$ cat src/rtl/cdr_lock_deser_if.sv
// Byte stream interface of cdr_lock_deser: show-ahead head byte with a
// valid/ready handshake. The deserializer drives it as master, the
// consumer attaches as slave.
interface cdr_lock_deser_if;
  logic [7:0] byte_data;
  logic       byte_valid;
  logic       byte_ready;

  modport master (output byte_data, output byte_valid, input byte_ready);
  modport slave  (input byte_data, input byte_valid, output byte_ready);
endinterface

$ cat src/rtl/cdr_lock_deser.sv
// cdr_lock_deser: lock qualifier and byte deserializer behind cdr_core.
// Classifies each recovered symbol by |f_n|, tracks loop lock with a
// three-state FSM, packs d_bb decisions MSB-first into bytes and buffers
// them in a small show-ahead FIFO.
// Optional feature macro: CDR_DESER_LOCK_GATE_EN. When defined, bits are
// shifted only while locked and byte alignment restarts on lock entry;
// when undefined, every sample_en shifts and locked is informational.
module cdr_lock_deser #(
  parameter int LOCK_THRESH  = 16,
  parameter int LOCK_COUNT   = 64,
  parameter int UNLOCK_COUNT = 8,
  parameter int FIFO_AW      = 2
) (
  input  logic                clk,
  input  logic                rst,
  input  logic                sample_en,
  input  logic                d_bb,
  input  logic signed [15:0]  f_n,
  cdr_lock_deser_if.master    byte_if,
  output logic                locked,
  output logic                overflow,
  output logic [FIFO_AW:0]    fifo_level
);

  localparam int CNT_MAX = (LOCK_COUNT > UNLOCK_COUNT) ? LOCK_COUNT : UNLOCK_COUNT;
  localparam int CNT_W   = (CNT_MAX > 2) ? $clog2(CNT_MAX) : 1;
  localparam int DEPTH   = 1 << FIFO_AW;

  localparam logic [CNT_W-1:0] ACQ_LAST = CNT_W'(LOCK_COUNT - 1);
  localparam logic [CNT_W-1:0] UNL_LAST = CNT_W'(UNLOCK_COUNT - 1);

  typedef enum logic [1:0] {
    ST_UNLOCKED = 2'd0,
    ST_ACQUIRE  = 2'd1,
    ST_LOCKED   = 2'd2
  } state_t;

  state_t           state;
  logic [CNT_W-1:0] cnt;

  // Symbol quality: magnitude on 17 bits so that -32768 maps to +32768
  // instead of wrapping back to a negative (and therefore "small") value.
  logic [16:0] f_ext;
  logic [16:0] f_mag;
  logic        good;

  assign f_ext = {f_n[15], f_n};
  assign f_mag = f_n[15] ? (17'd0 - f_ext) : f_ext;
  assign good  = (f_mag <= 17'(LOCK_THRESH));

  // Lock FSM: advances on symbol strobes only; locked is registered with state.
  always_ff @(posedge clk or posedge rst) begin
    if (rst) begin
      state  <= ST_UNLOCKED;
      cnt    <= '0;
      locked <= 1'b0;
    end else if (sample_en) begin
      // NOTE: state registers take non-blocking assignments so every
      // register in this block sees the pre-edge values of the others.
      case (state)
        ST_UNLOCKED: begin
          if (good) begin
            state <= ST_ACQUIRE;
            cnt   <= CNT_W'(1);
          end
        end
        ST_ACQUIRE: begin
          if (!good) begin
            state <= ST_UNLOCKED;
            cnt   <= '0;
          end else if (cnt == ACQ_LAST) begin
            state  <= ST_LOCKED;
            cnt    <= '0;
            locked <= 1'b1;
          end else begin
            cnt <= cnt + 1'b1;
          end
        end
        ST_LOCKED: begin
          if (good) begin
            cnt <= '0;
          end else if (cnt == UNL_LAST) begin
            state  <= ST_UNLOCKED;
            cnt    <= '0;
            locked <= 1'b0;
          end else begin
            cnt <= cnt + 1'b1;
          end
        end
        default: begin
          state  <= ST_UNLOCKED;
          cnt    <= '0;
          locked <= 1'b0;
        end
      endcase
    end
  end

  // Deserializer control. sr keeps only the seven bits that precede the
  // current one; the eighth comes straight from d_bb when a byte completes.
  logic [6:0] sr;
  logic [2:0] bitcnt;
  logic       shift_en;
  logic       push;
  logic [7:0] push_byte;

`ifdef CDR_DESER_LOCK_GATE_EN
  // The strobe that drops lock discards the partial byte instead of shifting.
  logic lock_drop;
  assign lock_drop = sample_en && (state == ST_LOCKED) && !good && (cnt == UNL_LAST);
  assign shift_en  = sample_en && (state == ST_LOCKED) && !lock_drop;
`else
  assign shift_en  = sample_en;
`endif

  assign push      = shift_en && (bitcnt == 3'd7);
  assign push_byte = {sr, d_bb};

  // Shift register and bit counter; held clear outside LOCKED when gated.
  always_ff @(posedge clk or posedge rst) begin
    if (rst) begin
      sr     <= '0;
      bitcnt <= '0;
    end
`ifdef CDR_DESER_LOCK_GATE_EN
    else if ((state != ST_LOCKED) || lock_drop) begin
      sr     <= '0;
      bitcnt <= '0;
    end
`endif
    else if (shift_en) begin
      sr     <= {sr[5:0], d_bb};
      bitcnt <= bitcnt + 3'd1;
    end
  end

  // FIFO with one extra pointer bit to tell full from empty.
  logic [FIFO_AW:0]   wr_ptr;
  logic [FIFO_AW:0]   rd_ptr;
  logic [7:0]         mem [DEPTH];
  logic               full;
  logic               empty;
  logic               pop;
  logic               push_ok;
  logic               push_drop;

  assign full      = (wr_ptr[FIFO_AW] != rd_ptr[FIFO_AW]) &&
                     (wr_ptr[FIFO_AW-1:0] == rd_ptr[FIFO_AW-1:0]);
  assign empty     = (wr_ptr == rd_ptr);
  assign pop       = !empty && byte_if.byte_ready;
  // A pop in the same cycle frees the slot the new byte is written into.
  assign push_ok   = push && (!full || pop);
  assign push_drop = push && full && !pop;

  // Pointers and the sticky overflow flag.
  always_ff @(posedge clk or posedge rst) begin
    if (rst) begin
      wr_ptr   <= '0;
      rd_ptr   <= '0;
      overflow <= 1'b0;
    end else begin
      if (push_ok)   wr_ptr   <= wr_ptr + 1'b1;
      if (pop)       rd_ptr   <= rd_ptr + 1'b1;
      if (push_drop) overflow <= 1'b1;
    end
  end

  // Byte storage.
  // NOTE: the array has no reset; its contents are only observable through
  // the head, which is masked to zero while the FIFO is empty.
  always_ff @(posedge clk) begin
    if (push_ok) mem[wr_ptr[FIFO_AW-1:0]] <= push_byte;
  end

  assign byte_if.byte_data  = empty ? 8'h00 : mem[rd_ptr[FIFO_AW-1:0]];
  assign byte_if.byte_valid = !empty;
  assign fifo_level         = wr_ptr - rd_ptr;

endmodule

$ cat src/flat_wrapper.sv
// flat-port wrapper written by rule: the top's interface ports become plain ports
module cdr_lock_deser_flat 
#(
  parameter int LOCK_THRESH  = 16,
  parameter int LOCK_COUNT   = 64,
  parameter int UNLOCK_COUNT = 8,
  parameter int FIFO_AW      = 2
)
  (clk, rst, sample_en, d_bb, f_n, locked, overflow, fifo_level, byte_if_byte_data, byte_if_byte_valid, byte_if_byte_ready);
  cdr_lock_deser_if byte_if_i ();
  input  logic clk;
  input  logic rst;
  input  logic sample_en;
  input  logic d_bb;
  input  logic signed [15:0] f_n;
  output logic locked;
  output logic overflow;
  output logic [FIFO_AW:0] fifo_level;
  output wire logic [$bits(byte_if_i.byte_data)-1:0] byte_if_byte_data;
  output wire logic [$bits(byte_if_i.byte_valid)-1:0] byte_if_byte_valid;
  input wire logic [$bits(byte_if_i.byte_ready)-1:0] byte_if_byte_ready;
  assign byte_if_byte_data = byte_if_i.byte_data;
  assign byte_if_byte_valid = byte_if_i.byte_valid;
  assign byte_if_i.byte_ready = byte_if_byte_ready;
  cdr_lock_deser #(.LOCK_THRESH(LOCK_THRESH), .LOCK_COUNT(LOCK_COUNT), .UNLOCK_COUNT(UNLOCK_COUNT), .FIFO_AW(FIFO_AW)) u_core (.clk(clk), .rst(rst), .sample_en(sample_en), .d_bb(d_bb), .f_n(f_n), .byte_if(byte_if_i), .locked(locked), .overflow(overflow), .fifo_level(fifo_level));
endmodule
$ cat config.mk
export PLATFORM = sky130hd
export DESIGN_NAME = cdr_lock_deser_flat
export DESIGN_NICKNAME = d
export VERILOG_FILES = /design/src/rtl/cdr_lock_deser_if.sv /design/src/rtl/cdr_lock_deser.sv /design/src/flat_wrapper.sv
export SDC_FILE = /design/constraint.sdc
export NUM_CORES = 1
export LEC_CHECK = 0
export ABC_AREA = 0
export CAP_MARGIN = 20
export CORE_MARGIN = 2
export CORE_UTILIZATION = 35
export CTS_CLUSTER_SIZE = 25
export DETAILED_ROUTE_END_ITERATION = 8
export GPL_ROUTABILITY_DRIVEN = 0
export SYNTH_ARGS = -nofsm -noshare
export SYNTH_HDL_FRONTEND = slang
export SYNTH_SLANG_ARGS = --single-unit
$ cat constraint.sdc
create_clock -name clk -period 4.03 [get_ports clk]
set_clock_uncertainty 0.2 [all_clocks]
set_input_delay 0.403 -clock clk [delete_from_list [all_inputs] [get_ports clk]]
set_output_delay 0.403 -clock clk [all_outputs]
set_load 0.02 [all_outputs]
Word level (Yosys, flattened, before mapping)
Memory sizes are Yosys's and may differ from the RTL's.
Index checks and enable logic that the tools add are counted.
{ "op_classes": {"addsub": 6, "n_lt_le_gt_ge": 1, "n_eq_ne": 14, "muxes": 21, "bitwise": 1, "reduce_logical": 14} }
{ "ops": {"columns": ["operator", "n"], "rows": [
  ["$mux W6", 5],
  ["$pmux W6 S3", 1],
  ["$le A17 B5 Y1 const B", 1],
  ["$mux W17", 1],
  ["$sub A1 B16 Y17 const A", 1],
  ["$mux W2", 5],
  ["$add A3 B1 Y3 const B", 3],
  ["$mux W8", 1],
  ["$ne A2 B1 Y1 const B", 4],
  ["$add A6 B1 Y6 const B", 1],
  ["$eq A6 B3 Y1 const B", 1],
  ["$eq A6 B6 Y1 const B", 1],
  ["$logic_and A1 B1 Y1", 6],
  ["$mux W1", 6],
  ["$pmux W2 S3", 1],
  ["$reduce_and A6 Y1", 1],
  ["$reduce_and A5 Y1", 1],
  ["$eq A3 B3 Y1", 1],
  ["$eq A3 B3 Y1 const B", 1],
  ["$logic_not A1 Y1", 3],
  ["$ne A3 B3 Y1 const B", 1],
  ["$pmux W1 S3", 1],
  ["$sub A3 B3 Y3", 1],
  ["$eq A2 B1 Y1 const B", 1],
  ["8 further kinds", 8]
]} }
{ "totals": {"register_bits": 26, "ram_bits": 32, "input_bits": 21, "wordCells": 66, "mem_count": 1} }
{ "mem_list": {"columns": ["memory", "depth", "width", "rd", "rd_clocked_by_memory_dff", "wr", "line", "text"], "rows": [
  ["u_core.mem", 4, 8, 1, 0, 1, "cdr_lock_deser.sv:140", "logic [7:0] mem [DEPTH];"]
]} }

Depth between registers and ports, before layout
{ "logic_depth": {"depth_word": 7, "depth_mapped": 9, "ltp_nobuf": 7} }

Least setup slack after synthesis
OpenSTA, ideal clock, no wires.
{ "synth_path": {"path_kind": "input to register", "from": "in f_n[0]", "to": "reg u_core.cnt[4]", "t_arrival_ns": 2.447, "required_ns": 3.699, "path_slack_ns": 1.252, "path_stages": 8, "cell_sequence": "or4_4 > nor3_4 > a41oi_2 > or4_1 > buf_6 > nand2b_4 > o22ai_1 > or3_1"} }
{ "synth_via": {"elab_chain_cells": 5} }
{ "synth_rtl": {"columns": ["item", "line", "text"], "rows": [
  ["from (decl)", "flat_wrapper.sv:15", "input logic signed [15:0] f_n;"],
  ["$sub A1 B16 Y17", "cdr_lock_deser.sv:48", "assign f_mag = f_n[15] ? (17'd0 - f_ext) : f_ext;"],
  ["$mux W17 (*)", "cdr_lock_deser.sv:48", null],
  ["$le A17 B5 Y1 (*)", "cdr_lock_deser.sv:49", "assign good = (f_mag <= 17'(LOCK_THRESH));"],
  ["$mux W6 (tied with other cells)", "cdr_lock_deser.sv:80", "if (good) begin"],
  ["$pmux W6 S3 / $reduce_and A2 Y1 (equally long branches)", null, null],
  ["to (signal assigned)", "cdr_lock_deser.sv:76", "cnt <= cnt + 1'b1;"],
  ["to (signal assigned)", "cdr_lock_deser.sv:87", "cnt <= cnt + 1'b1;"],
  ["to (decl)", "cdr_lock_deser.sv:39", "logic [CNT_W-1:0] cnt;"]
]} }
Every way passes the cells marked *; elsewhere a longest branch is shown, timed or not.
A chain may end at the register's enable or synchronous reset.

Final worst setup path
{ "layout_path": {"from": "reg u_core.rd_ptr[1]", "to": "out byte_if_byte_data[4]"} }
{ "layout_via": {"elab_chain_cells": 2} }
{ "layout_rtl": {"columns": ["item", "line", "text"], "rows": [
  ["from (decl)", "cdr_lock_deser.sv:139", "logic [FIFO_AW:0] rd_ptr;"],
  ["from (signal assigned)", "cdr_lock_deser.sv:163", "if (pop) rd_ptr <= rd_ptr + 1'b1;"],
  ["$mem_v2 Z4 W8 / $eq A3 B3 Y1 (equally long branches)", null, null],
  ["$mux W8 (*)", "cdr_lock_deser.sv:175", "assign byte_if.byte_data = empty ? 8'h00 : mem[rd_ptr[FIFO_AW-1:0]];"],
  ["to (decl)", "flat_wrapper.sv:19", "output wire logic [$bits(byte_if_i.byte_data)-1:0] byte_if_byte_data;"]
]} }
Marked as above.

==> out/results.tsv <==
metric	value	unit
Worst Max-Slew Pin Slew	0.609	ns
Tcrit/Tclk final	78.9	%
status	finished clean	
Reg2Reg Depth	6	
EDFF count, synth	32	
Synth Register Bits	58	
Most used DFF post-synth	edfxtp_1	
nature of the critical path startpoint	flop	
antenna-violating nets left	0	
Clock Root Buffer	clkbuf_8	
Crit. Startpoint	u_core.rd_ptr[1]$_DFFE_PP0P_	
Die ar.	0.00919	mm2
DP HPWL	3.70	mm
area of placed instances	0.00338	mm2
Final Instance Area	0.00362	mm2
Synth top cells by count	edfxtp_1 (32), dfrtp_1 (26), nand2_1 (13)	
RSZ-0062 raised after global routing	false	
n_diodes	0	
CTS sink count	58	
setup slack, reg-to-reg	1.34	ns
Post-CTS Setup Repair Bufs	0	
via count	1929	
layout cells sized above 1	17.4	%
cell taking the most area after synthesis	edfxtp_1	
worst-case clock buffer depth	2	
Clock Pin Slew Worst Setup and Hold Paths	0.07	ns
pin count of the biggest net entering global routing	27	
most common cell in the netlist	edfxtp_1	
CTS H-Tree Depth	3	
final hold vios	0	
# rows	33	
Synthesis Warnings	0	
CP max FO	12	
Max rail drop VDD	0.000181	V
initial antenna violation count	0	
PortBufs	34	
max-cap viol count	0	
sequential fraction of the synthesis area	54.5	%
CP Capture Type	output pin	
critical path type	flop to output pin	
HP Class	primary input to async pin	
Die X	95.9	um
TNS Setup	0	ns
top cell type's share of synthesized area	32.5	%
Congestion Overflow GR	0	
endpoints failing setup	0	
CTS tree	done	
core box area	0.00822	mm2
final WL	5.43	mm
vias per cell	5.14	
Synth Instances	226	
number of library cell types mapped by synthesis	57	
clock latency at the later pin of the worst-skew pair	0.33	ns
Reg2Reg Capture Point	u_core.mem[3][3]$_DFFE_PP_	
Worst R2R Start	u_core.rd_ptr[1]$_DFFE_PP0P_	
Slew Limit Fails	0	
post-CTS sizing	0	
Pwr per Cell Area	631	mW/mm2
number of global-route vias before repair	1897	
CP Data Arrival Time	2.58	ns
I/O pin count	35	
Die Y	95.9	um
worst setup path endpoint	byte_if_byte_data[4]	
Lkg Pwr	1.35	nW
synthesized area	0.00296	mm2
# nets final	297	
effective utilization at floorplan	36.0	%
fin crit period	3.18	ns
CTS Buf Count	9	
syn_area_per_cell	13.1	um2
Synth Net Count	258	
Global Route Usage Sum	13.5	%
first-pass GRT wire length	9.17	mm
Req. time, crit path	3.43	ns
Area Growth Syn to Fin	22.5	%
Synth area leaders	edfxtp_1 (33%), dfrtp_1 (22%), mux4_2 (6.1%), ha_1 (4.2%), mux2_2 (4.2%)	
Slew HR	59.0	%
WL/cell	14.5	um
FMAX	315	MHz
drt drc	0	
Async SR Flop Fraction	44.8	%
DRT iter0 DRCs	91	
cts hold-fix bufs	0	
TritonRoute pass-1 iters	4	
-- power breakdown --
group	internal [mW]	switching, mW	total, mW
Sequential	0.737	0.0923	0.829
Clock	0.344	0.225	0.569
Combinational	0.468	0.418	0.886
-- metrics by stage --
step           setup WS, ns  power [mW]  util, %  cells  hold slack (ns)
2_1_floorplan          1.25        1.38        -    226            0.243
3_3_place_gp          0.685        1.72     41.2    358            0.257
3_5_place_dp          0.627        1.74     41.2    358            0.264
4_1_cts               0.783        2.31     43.7    374            0.274
5_1_grt               0.627        2.45     44.1    375            0.216
6_report              0.852        2.28     44.1    375            0.194
-- critical path, stage by stage, from the launching register on --
cell	delay, ns
dfrtp_1	0.70
inv_1	0.10
ha_1	0.33
nand3_1	0.31
and2_1	0.20
clkdlybuf4s50_1	0.60
-- layer usage --
metal	routed length (um)	part of all wire, %	vias to the layer above	GRT usage (%)
met3	231	4.3	7	4.93
met2	2670	49	36	22.2
met5	0	0	-	0
met1	2470	45	948	16.5
li1	-	-	938	-
met4	57	1.0	0	4.52
-- cells in the final DEF, fill, tap and decap left out, types with 4 or more instances in the layout --
cell type and count:
mux4_2 8, mux2_2 11, nor3_1 7, xnor2_1 5, o21ai_0 8, edfxtp_1 32, clkdlybuf4s50_1 34, nand3_1 5
dfrtp_1 26, clkbuf_8 9, a31oi_1 4, nor2_1 6, inv_1 12, a21oi_1 6, and2_1 12, or3_1 4
nand2_1 13, ha_1 10
-- final cells by class --
type | instances | area (um2)
Multi-Input combinational cell | 147 | 1240
Sequential cell | 58 | 1610
Clock inverter | 6 | 81.3
Fill cell | 774 | 4600
Inverter | 12 | 45.0
Clock buffer | 10 | 128
Tap cell | 105 | 131
Timing Repair Buffer | 37 | 383
-- worst min-delay path by stage --
stage | startpoint | to | slack (ns)
after floorplan | rst | u_core.bitcnt[0]$_DFFE_PP0P_ | 0.24
after global placement | u_core.overflow$_DFFE_PP0P_ | u_core.overflow$_DFFE_PP0P_ | 0.26
after detailed placement | u_core.bitcnt[0]$_DFFE_PP0P_ | u_core.bitcnt[0]$_DFFE_PP0P_ | 0.26
after CTS | u_core.bitcnt[0]$_DFFE_PP0P_ | u_core.bitcnt[0]$_DFFE_PP0P_ | 0.27
after global routing | rst | u_core.state[0]$_DFFE_PP0P_ | 0.22
final | rst | u_core.state[0]$_DFFE_PP0P_ | 0.19
-- kinds of logic (layout without fill, tap and decap cells) --
family / count (synthesis) / count (layout) / share of synthesized area (%)
AO/OA/AOI/OAI: 39 / 39 / 9.91
XOR/XNOR: 8 / 8 / 2.37
adder cells (fa/ha/maj): 11 / 11 / 4.91
buffers and inverters: 21 / 65 / 3.47
flip-flops: 58 / 58 / 54.5
multiplexers: 20 / 20 / 10.6
AND/OR/NAND/NOR: 69 / 69 / 14.2
-- state kept, by name, summed over array words and instances, names as in the netlist --
register         count
u_core.overflow      1
u_core.state         2
u_core.mem          32
u_core.sr            7
u_core.rd_ptr        3
u_core.cnt           6
u_core.bitcnt        3
u_core.locked        1
u_core.wr_ptr        3
(Power assumes the default switching activity.)
